--- src/rtl/minefield_board_pkg.sv ---
// Shared definitions for the minefield board.
//   state_t   : controller states (IDLE, INC, CLR)
//   NB_DX/DY  : the eight neighbour offsets in the order INC visits them
//   sat_inc   : increment that saturates at 2^w-1 (w < 64)
package board_pkg;

  typedef enum logic [1:0] {
    IDLE = 2'd0,
    INC  = 2'd1,
    CLR  = 2'd2
  } state_t;

  // Row-major walk around the centre cell, skipping the centre itself.
  localparam logic signed [1:0] NB_DX [8] = '{
    -2'sd1, 2'sd0, 2'sd1,
    -2'sd1,        2'sd1,
    -2'sd1, 2'sd0, 2'sd1
  };
  localparam logic signed [1:0] NB_DY [8] = '{
    -2'sd1, -2'sd1, -2'sd1,
     2'sd0,          2'sd0,
     2'sd1,  2'sd1,  2'sd1
  };

  function automatic logic [63:0] sat_inc(input logic [63:0] v, input int w);
    logic [63:0] max_v;
    max_v = (64'd1 << w) - 64'd1;
    return (v >= max_v) ? max_v : v + 64'd1;
  endfunction

endpackage

--- src/rtl/minefield_board_if.sv ---
// Bundle between the game controller (master) and the board (slave).
//   read port : readX/readY -> readValue (combinational)
//   write port: writeEn, writeX/writeY, writeValue
//   commands  : incAdjacent (around writeX/writeY), clearBoard
//   status    : busy, done, state (debug view of the board controller)
//
// Handshake: a request (writeEn, incAdjacent, clearBoard) is sampled only on
// a rising edge where busy=0; while busy=1 every request is dropped, not
// queued. done pulses for exactly one cycle, the last busy cycle of a
// sequenced command; busy falls on the following edge and the next request
// can be accepted from that cycle on.
interface minefield_board_if #(
  parameter int WIDTH  = 8,
  parameter int HEIGHT = 8,
  parameter int CELL_W = 8
);
  localparam int XW = $clog2(WIDTH);
  localparam int YW = $clog2(HEIGHT);

  logic [XW-1:0]     readX;
  logic [YW-1:0]     readY;
  logic [CELL_W-1:0] readValue;
  logic              writeEn;
  logic [XW-1:0]     writeX;
  logic [YW-1:0]     writeY;
  logic [CELL_W-1:0] writeValue;
  logic              incAdjacent;
  logic              clearBoard;
  logic              busy;
  logic              done;
  board_pkg::state_t state;

  modport master (
    output readX, readY, writeEn, writeX, writeY, writeValue,
           incAdjacent, clearBoard,
    input  readValue, busy, done, state
  );

  modport slave (
    input  readX, readY, writeEn, writeX, writeY, writeValue,
           incAdjacent, clearBoard,
    output readValue, busy, done, state
  );

endinterface

--- src/rtl/minefield_board_neighbour_gen.sv ---
// Combinational neighbour coordinate generator.
//   cx, cy   : centre cell (assumed in range)
//   k        : neighbour number 0..7, offsets from board_pkg
//   nx, ny   : neighbour coordinates (valid only when inBounds)
//   inBounds : neighbour lies on the board
module board_neighbour_gen
  import board_pkg::*;
#(
  parameter int WIDTH  = 8,
  parameter int HEIGHT = 8,
  parameter int XW     = $clog2(WIDTH),
  parameter int YW     = $clog2(HEIGHT)
) (
  input  logic [XW-1:0] cx,
  input  logic [YW-1:0] cy,
  input  logic [2:0]    k,
  output logic [XW-1:0] nx,
  output logic [YW-1:0] ny,
  output logic          inBounds
);

  logic signed [XW:0] sx;
  logic signed [YW:0] sy;

  // One extra bit holds -1. The centre is at most 2^XW-1, so centre+1 can
  // reach 2^XW, which wraps to a negative value here; that only happens
  // when the neighbour is past the last column, so the sign bit still marks
  // it as off-board.
  assign sx = $signed({1'b0, cx}) + (XW+1)'(NB_DX[k]);
  assign sy = $signed({1'b0, cy}) + (YW+1)'(NB_DY[k]);

  assign inBounds = !sx[XW] && !sy[YW] &&
                    (int'(sx) < WIDTH) && (int'(sy) < HEIGHT);
  assign nx = sx[XW-1:0];
  assign ny = sy[YW-1:0];

endmodule

--- src/rtl/minefield_board.sv ---
// Minesweeper board cell store with sequenced commands.
//   clk, reset : clock and asynchronous active-high reset (clears all cells)
//   bus        : slave side of minefield_board_if
//                - asynchronous read of cell (readX, readY), 0 if off-board
//                - direct write of writeValue to (writeX, writeY) when idle
//                - incAdjacent: saturating +1 on the 8 neighbours of
//                  (writeX, writeY), one neighbour per cycle (8 cycles)
//                - clearBoard: zero one cell per cycle (WIDTH*HEIGHT cycles)
//                - busy/done status, state as a debug view
module minefield_board
  import board_pkg::*;
#(
  parameter int WIDTH  = 8,
  parameter int HEIGHT = 8,
  parameter int CELL_W = 8,
  parameter int XW     = $clog2(WIDTH),
  parameter int YW     = $clog2(HEIGHT)
) (
  input  logic        clk,
  input  logic        reset,
  minefield_board_if.slave bus
);

  localparam int N  = WIDTH * HEIGHT;
  localparam int IW = $clog2(N);

  logic [CELL_W-1:0] cells [N];

  state_t        state;
  logic [XW-1:0] cx;
  logic [YW-1:0] cy;
  logic [2:0]    k;
  logic [IW-1:0] s;
  logic          busy_q;
  logic          done_q;

  // Read port: coordinates are checked before the linear index is used, so
  // the truncating cast below never aliases an off-board cell.
  logic          r_in;
  logic [IW-1:0] r_idx;

  assign r_in  = (int'(bus.readX) < WIDTH) && (int'(bus.readY) < HEIGHT);
  assign r_idx = IW'(int'(bus.readY) * WIDTH + int'(bus.readX));
  assign bus.readValue = r_in ? cells[r_idx] : '0;

  // Write / command coordinates.
  logic          w_in;
  logic [IW-1:0] w_idx;

  assign w_in  = (int'(bus.writeX) < WIDTH) && (int'(bus.writeY) < HEIGHT);
  assign w_idx = IW'(int'(bus.writeY) * WIDTH + int'(bus.writeX));

  // Current neighbour during INC.
  logic [XW-1:0] nx;
  logic [YW-1:0] ny;
  logic          n_in;
  logic [IW-1:0] n_idx;

  board_neighbour_gen #(
    .WIDTH  (WIDTH),
    .HEIGHT (HEIGHT),
    .XW     (XW),
    .YW     (YW)
  ) u_nb (
    .cx       (cx),
    .cy       (cy),
    .k        (k),
    .nx       (nx),
    .ny       (ny),
    .inBounds (n_in)
  );

  assign n_idx = IW'(int'(ny) * WIDTH + int'(nx));

  assign bus.busy  = busy_q;
  assign bus.done  = done_q;
  assign bus.state = state;

  // done is registered one step early so it is high during the last busy
  // cycle (k=7 / s=N-1) rather than after it.
  always_ff @(posedge clk or posedge reset) begin
    if (reset) begin
      for (int i = 0; i < N; i++) cells[i] <= '0;
      state  <= IDLE;
      cx     <= '0;
      cy     <= '0;
      k      <= '0;
      s      <= '0;
      busy_q <= 1'b0;
      done_q <= 1'b0;
    end else begin
      case (state)
        IDLE: begin
          done_q <= 1'b0;
          if (bus.clearBoard) begin
            s      <= '0;
            state  <= CLR;
            busy_q <= 1'b1;
          end else if (bus.writeEn) begin
            // An off-board write still outranks incAdjacent: it is dropped
            // and so is the lower-priority request.
            if (w_in) cells[w_idx] <= bus.writeValue;
          end else if (bus.incAdjacent && w_in) begin
            cx     <= bus.writeX;
            cy     <= bus.writeY;
            k      <= '0;
            state  <= INC;
            busy_q <= 1'b1;
          end
        end

        INC: begin
          if (n_in) cells[n_idx] <= CELL_W'(sat_inc(64'(cells[n_idx]), CELL_W));
          k      <= k + 3'd1;
          done_q <= (k == 3'd6);
          if (k == 3'd7) begin
            state  <= IDLE;
            busy_q <= 1'b0;
          end
        end

        CLR: begin
          cells[s] <= '0;
          s        <= s + IW'(1);
          done_q   <= (s == IW'(N - 2));
          if (s == IW'(N - 1)) begin
            state  <= IDLE;
            busy_q <= 1'b0;
          end
        end

        default: begin
          state  <= IDLE;
          busy_q <= 1'b0;
          done_q <= 1'b0;
        end
      endcase
    end
  end

endmodule

--- src/flat_wrapper.sv ---
// flat-port wrapper written by rule: the top's interface ports become plain ports
module minefield_board_flat import board_pkg::*;
#(
  parameter int WIDTH  = 8,
  parameter int HEIGHT = 8,
  parameter int CELL_W = 8,
  parameter int XW     = $clog2(WIDTH),
  parameter int YW     = $clog2(HEIGHT)
)
  (clk, reset, bus_readX, bus_readY, bus_writeEn, bus_writeX, bus_writeY, bus_writeValue, bus_incAdjacent, bus_clearBoard, bus_readValue, bus_busy, bus_done, bus_state);
  minefield_board_if #(.WIDTH(WIDTH), .HEIGHT(HEIGHT), .CELL_W(CELL_W)) bus_i ();
  input  logic clk;
  input  logic reset;
  input wire logic [$bits(bus_i.readX)-1:0] bus_readX;
  input wire logic [$bits(bus_i.readY)-1:0] bus_readY;
  input wire logic [$bits(bus_i.writeEn)-1:0] bus_writeEn;
  input wire logic [$bits(bus_i.writeX)-1:0] bus_writeX;
  input wire logic [$bits(bus_i.writeY)-1:0] bus_writeY;
  input wire logic [$bits(bus_i.writeValue)-1:0] bus_writeValue;
  input wire logic [$bits(bus_i.incAdjacent)-1:0] bus_incAdjacent;
  input wire logic [$bits(bus_i.clearBoard)-1:0] bus_clearBoard;
  output wire logic [$bits(bus_i.readValue)-1:0] bus_readValue;
  output wire logic [$bits(bus_i.busy)-1:0] bus_busy;
  output wire logic [$bits(bus_i.done)-1:0] bus_done;
  output wire logic [$bits(bus_i.state)-1:0] bus_state;
  assign bus_i.readX = bus_readX;
  assign bus_i.readY = bus_readY;
  assign bus_i.writeEn = bus_writeEn;
  assign bus_i.writeX = bus_writeX;
  assign bus_i.writeY = bus_writeY;
  assign bus_i.writeValue = bus_writeValue;
  assign bus_i.incAdjacent = bus_incAdjacent;
  assign bus_i.clearBoard = bus_clearBoard;
  assign bus_readValue = bus_i.readValue;
  assign bus_busy = bus_i.busy;
  assign bus_done = bus_i.done;
  assign bus_state = bus_i.state;
  minefield_board #(.WIDTH(WIDTH), .HEIGHT(HEIGHT), .CELL_W(CELL_W), .XW(XW), .YW(YW)) u_core (.clk(clk), .reset(reset), .bus(bus_i));
endmodule
--- config.mk ---
export PLATFORM = sky130hd
export DESIGN_NAME = minefield_board_flat
export DESIGN_NICKNAME = d
export VERILOG_FILES = /design/src/rtl/minefield_board_pkg.sv /design/src/rtl/minefield_board_if.sv /design/src/rtl/minefield_board_neighbour_gen.sv /design/src/rtl/minefield_board.sv /design/src/flat_wrapper.sv
export SDC_FILE = /design/constraint.sdc
export NUM_CORES = 2
export LEC_CHECK = 0
export ABC_AREA = 1
export CAP_MARGIN = 20
export CORE_MARGIN = 2
export CORE_UTILIZATION = 46
export DETAILED_ROUTE_END_ITERATION = 7
export SYNTH_ARGS = -nofsm -noshare
export SYNTH_HDL_FRONTEND = slang
export SYNTH_HIERARCHICAL = 1
export SYNTH_SLANG_ARGS = --single-unit
--- constraint.sdc ---
create_clock -name clk -period 22.3 [get_ports clk]
set_input_delay 3.345 -clock clk [delete_from_list [all_inputs] [get_ports clk]]
set_output_delay 3.345 -clock clk [all_outputs]
set_load 0.01 [all_outputs]
# == After elaboration in Yosys (flattened, before gate mapping) ==
# Memory sizes are Yosys's and may differ from the RTL's.
# Cells that the tools add are included.
# Widths: inputs -> output; s select.
# classes
addsub,8
magnitude_cmp,11
n_eq_ne,16
n_mux,42
bitwise_logic,9
n_reduce_logical,17
# ops
operator,n
$mux 512,3
$pmux 512 s3,1
$bwmux 512,2
$and 512x512->512,1
$not 512->512,1
$demux 8 s6,3
$bmux 8 s6,2
$mux 8,8
$ge 7x7->1 const B,4
$not 6->7,4
$lt 7x1->1 const B,3
$add 6x3->6,3
$mux 2,9
$reduce_and 4->1,4
$eq 6x6->1 const B,2
$pmux 6 s2,1
$lt 4x5->1 const B,2
$ne 2x2->1 const B,5
$mux 3,3
$add 4x2->4,2
$add 8x1->8 const B,1
$ge 8x8->1 const B,1
$add 6x1->6 const B,1
$eq 3x3->1 const B,2
20 further kinds,35
# totals
reg_bits,531
mem_bits_ro,32
in_bits,25
out_inout_bits,12
elab_cells,176
mem_count,2
# memory_table
name,depth,word_bits,read_ports,rd_clocked_by_memory_dff,wr,line_no,text
(no name shown),8,2,1,0,0,minefield_board_neighbour_gen.sv:30,"assign sy = $signed({1'b0, cy}) + (YW+1)'(NB_DY[k]);"
(no name shown),8,2,1,0,0,minefield_board_neighbour_gen.sv:29,"assign sx = $signed({1'b0, cx}) + (XW+1)'(NB_DX[k]);"

# == Longest topological paths before layout ==
# logic_depth
word_depth,15
depth_mapped,31
mapped_depth_nobuf,27

# == Cells and area by module ==
# The synthesis kept the hierarchy.
# modules_own_cells
module,n_inst,cells_each,area_per_inst_um2,seq_area_each_um2
minefield_board,1,8336,47022.6,13287.7
board_neighbour_gen,1,47,327.8,0.0

# == Worst setup path before layout ==
# Ideal clock, no wire load.
# synth_path
path_kind,input-to-output
startpoint,input bus_readX[1]
endpoint,output bus_readValue[4]
arrival_time_ns,4.883
t_required_ns,18.955
path_slack_ns,14.072
stages,8
path_buffers,4
cell_sequence,clkbuf_1 > clkbuf_1 > clkbuf_1 > clkbuf_1 > a211oi_1 > o31ai_1 > o221ai_1 > nand2_1
# synth_via
elab_chain_cells,5
# synth_rtl
element,line_no,text
from (decl),flat_wrapper.sv:14,input wire logic [$bits(bus_i.readX)-1:0] bus_readX;
$add 6x3->6,minefield_board.sv:43,assign r_idx = IW'(int'(bus.readY) * WIDTH + int'(bus.readX));
$not 6->7 (not written as such),minefield_board.sv:44,assign bus.readValue = r_in ? cells[r_idx] : '0;
$bmux 8 s6,minefield_board.sv:44,
$mux 8 (not written as such) (2 in series),minefield_board.sv:44,
to (decl),flat_wrapper.sv:22,output wire logic [$bits(bus_i.readValue)-1:0] bus_readValue;
# No other way between the ends. The select of a mux whose other input is x is not followed.

# == Worst setup path in the final report ==
# layout_path
startpoint,input bus_readX[0]
endpoint,output bus_readValue[7]
# Same word-level chain as after synthesis.

==> results.toml <==
[floorplanning]
dieArea_sq_mm = 0.106
die_w_um = 325
initial_core_util_pct = 46.5
io_pins = 37
rows = 117
core_area_sq_mm = 0.102
die_y_um = 325

[cts]
ctsHoldBuffers = 0
worstSkewPairLatency_ps = 680
h-tree-depth = 3
clk_path_buf_depth = 3
cts_tree = "yes"
cts-root-buf = "clkbuf_16"
clk_pin_slew_ps = 50
cts_sinks = 531
post_cts_buffers = 0
ctsResizeCount = 0
cts_buffers = 72

[setup_path]
worstSetupPathType = "input port to output port"
required_ps = 18950
cpMaxStageDelayCell = "buf_4"
cpMostUsedCell = "o311ai_0"
slowest_delay_ps = 880
critPathCaptureType = "output port"
crit_chain = "clkbuf_8 -> inv_6 -> buf_4 -> a21oi_1 -> o311ai_0 -> o311ai_0 -> o211ai_1 -> o21ai_0 -> clkdlybuf4s50_1"
cp_num_buf_inv = 4
critical-path-top-delay-family = "buffers and inverters"
arrival_ps = 8210
cp-start-kind = "input port"
path_max_fanout = 144

[drt]
remaining_drc_errors = 0
num_vias = 59700
wl_per_cell_um = 25.0
first_pass_iters = 7
drt-initial-drc-count = 9392
routed_wl_mm = 239
drtAntennaViolNets = 0
vias_per_cell = 6.23

[synthesis]
synthAdderAreaFrac_pct = 0.571
synth_top_area_share_pct = 28.1
synth_cells = 8383
synth_top_area_cell = "dfrtp_1"
ys_ff_latch = 531
ys_seq_area_share_pct = 28.1
yosys_warnings = 6
synth_edf_count = 0
synth.area.top_cells = "dfrtp_1, nand2_1, a21oi_1, nor2_1, o21ai_0"
muxShareOfSynthArea_pct = 0.0211
synthXorXnorAreaFrac_pct = 0.0528
synth-compound-area-share_pct = 25.4
ys_types = 44
async_flop_share_pct = 100
syn_area_per_cell_sq_um = 5.65
synth_ff_type = "dfrtp_1"
syn_area_sq_mm = 0.0474
synth-simple-area-share_pct = 36.6
syn-num-nets = 8429
synth_top_family_by_area = "simple AND/OR/NAND/NOR gates"

[worst_hold_path]
hold_class = "register to register"

[layout]
final_nets = 8180
drive_gt1_share_pct = 3.99
area_growth_syn_to_layout_pct = 7.85

[grt]
grt_usage_pct = 43.5
grt_start_max_net_pins = 187
grt_pass1_vias = 52200
grt-ovfl-total = 0
grt_pass1_wl_mm = 348
antenna_found_initial = 7

[timing]
setup_viol_count_final = 0
slew_violations = 0
fmax_mhz = 86.6
period_needed_ps = 11550
worst_clock_skew_ps = 28.9
relSlewSlack_pct = 16.1
tightest_slew_ps = 1250
fin_setup_tns_ps = 0
hold_viol_final = 0
finalCritPeriodShare_pct = 51.8
rsz0062_at_grt = "no"

[placement]
place.port_buffers = 36
hpwl_mm = 151
gp_congestion = 1.01

[status]
outcome = "completed"

[job]
cap_violations = 0
-- cells by family after synthesis --
group,after synthesis
fa+ha+maj,21
flops,531
mux,1
compound gates,2299
simple gates,4451
buf+inv,1078
xor+xnor,2
-- worst min-delay path, delay by kind of cell, from the launching register on --
kind	cells	cell delay, ps
AO/OA/AOI/OAI	1	60
flip-flops	1	340
AND/OR/NAND/NOR	1	50
-- path summary, 6_finish.rpt --
| path | startpoint | endpoint | slack (ps) | cells after the start |
|---|---|---|---|---|
| min in group asynchronous | reset | asynchronous set/reset pin | 3200 | 2 |
| max | bus_readX[0] | bus_readValue[7] | 10750 | 9 |
| min | u_core/bus.busy$_DFFE_PP0P_ | u_core/bus.busy$_DFFE_PP0P_ | 480 | 2 |
| max in group asynchronous | reset | asynchronous set/reset pin | 16200 | 5 |
| min reg2reg | u_core/bus.busy$_DFFE_PP0P_ | u_core/bus.busy$_DFFE_PP0P_ | 480 | 2 |
| max reg2reg | u_core/k[1]$_DFFE_PP0P_ | register | 13890 | 25 |
-- cell usage in the layout, fill, tap and decap left out, drive strengths merged, types with 12 or more instances in the layout --
cell type	instances
o21ai	949
a221oi	41
o311ai	14
buf	140
clkinv	36
ha	20
o221ai	16
inv	555
nor2	1493
o22ai	32
o211ai	42
nand2	2664
a211oi	21
diode	12
clkbuf	118
nor3	45
nand4	133
a21oi	1165
clkdlybuf4s50	32
nand3	115
dfrtp	531
-- area by class of cell --
type | count | area, sq um
multi-input combinational | 6774 | 30000
clock buffer | 114 | 2250
fill | 10900 | 50800
timing repair buffer | 176 | 1420
antenna | 12 | 30.0
sequential | 531 | 13300
inverter | 579 | 2200
tap | 1368 | 1710
clock inverter | 17 | 195
-- synth_stat cells, types with 2 or more instances --
library cell,n
ha_1,20
buf_4,18
inv_2,11
o311ai_0,14
o21ai_1,217
buf_6,17
nor3_2,8
nor2_2,4
buf_1,50
a211oi_1,21
nand2_2,9
a21oi_1,1164
nor3_1,37
nor2_1,1488
clkbuf_1,313
nand3_1,113
o221ai_1,16
nand3_2,2
o32ai_1,8
a22oi_1,8
dfrtp_1,531
nand4_1,133
buf_2,101
inv_1,543
o211ai_1,42
o21ai_0,730
a221oi_1,41
o22ai_1,32
nand2_1,2654
clkinv_1,24
-- per-layer routing --
metal,routed length [um],vias up,track usage [%]
met3,30800,1096,10.9
met2,97900,4161,62.5
met4,20200,6,31.5
met5,35,-,0
li1,-,26800,-
met1,90300,27600,56.5
-- metrics by stage --
step	hold slack [ps]	setup slack, ps	util (%)	instance area [sq um]	cells
floorplan	459	4120	-	47400	8383
global placement	468	11350	47.6	48500	9415
detailed placement	472	11320	47.6	48500	9416
CTS	486	11290	50.0	51000	9547
global route	534	10940	50.1	51000	9559
finish	483	10750	50.1	51100	9571
Power is not shown: default switching activity piles up to over one toggle a cycle in this logic, so the estimate is an artifact.
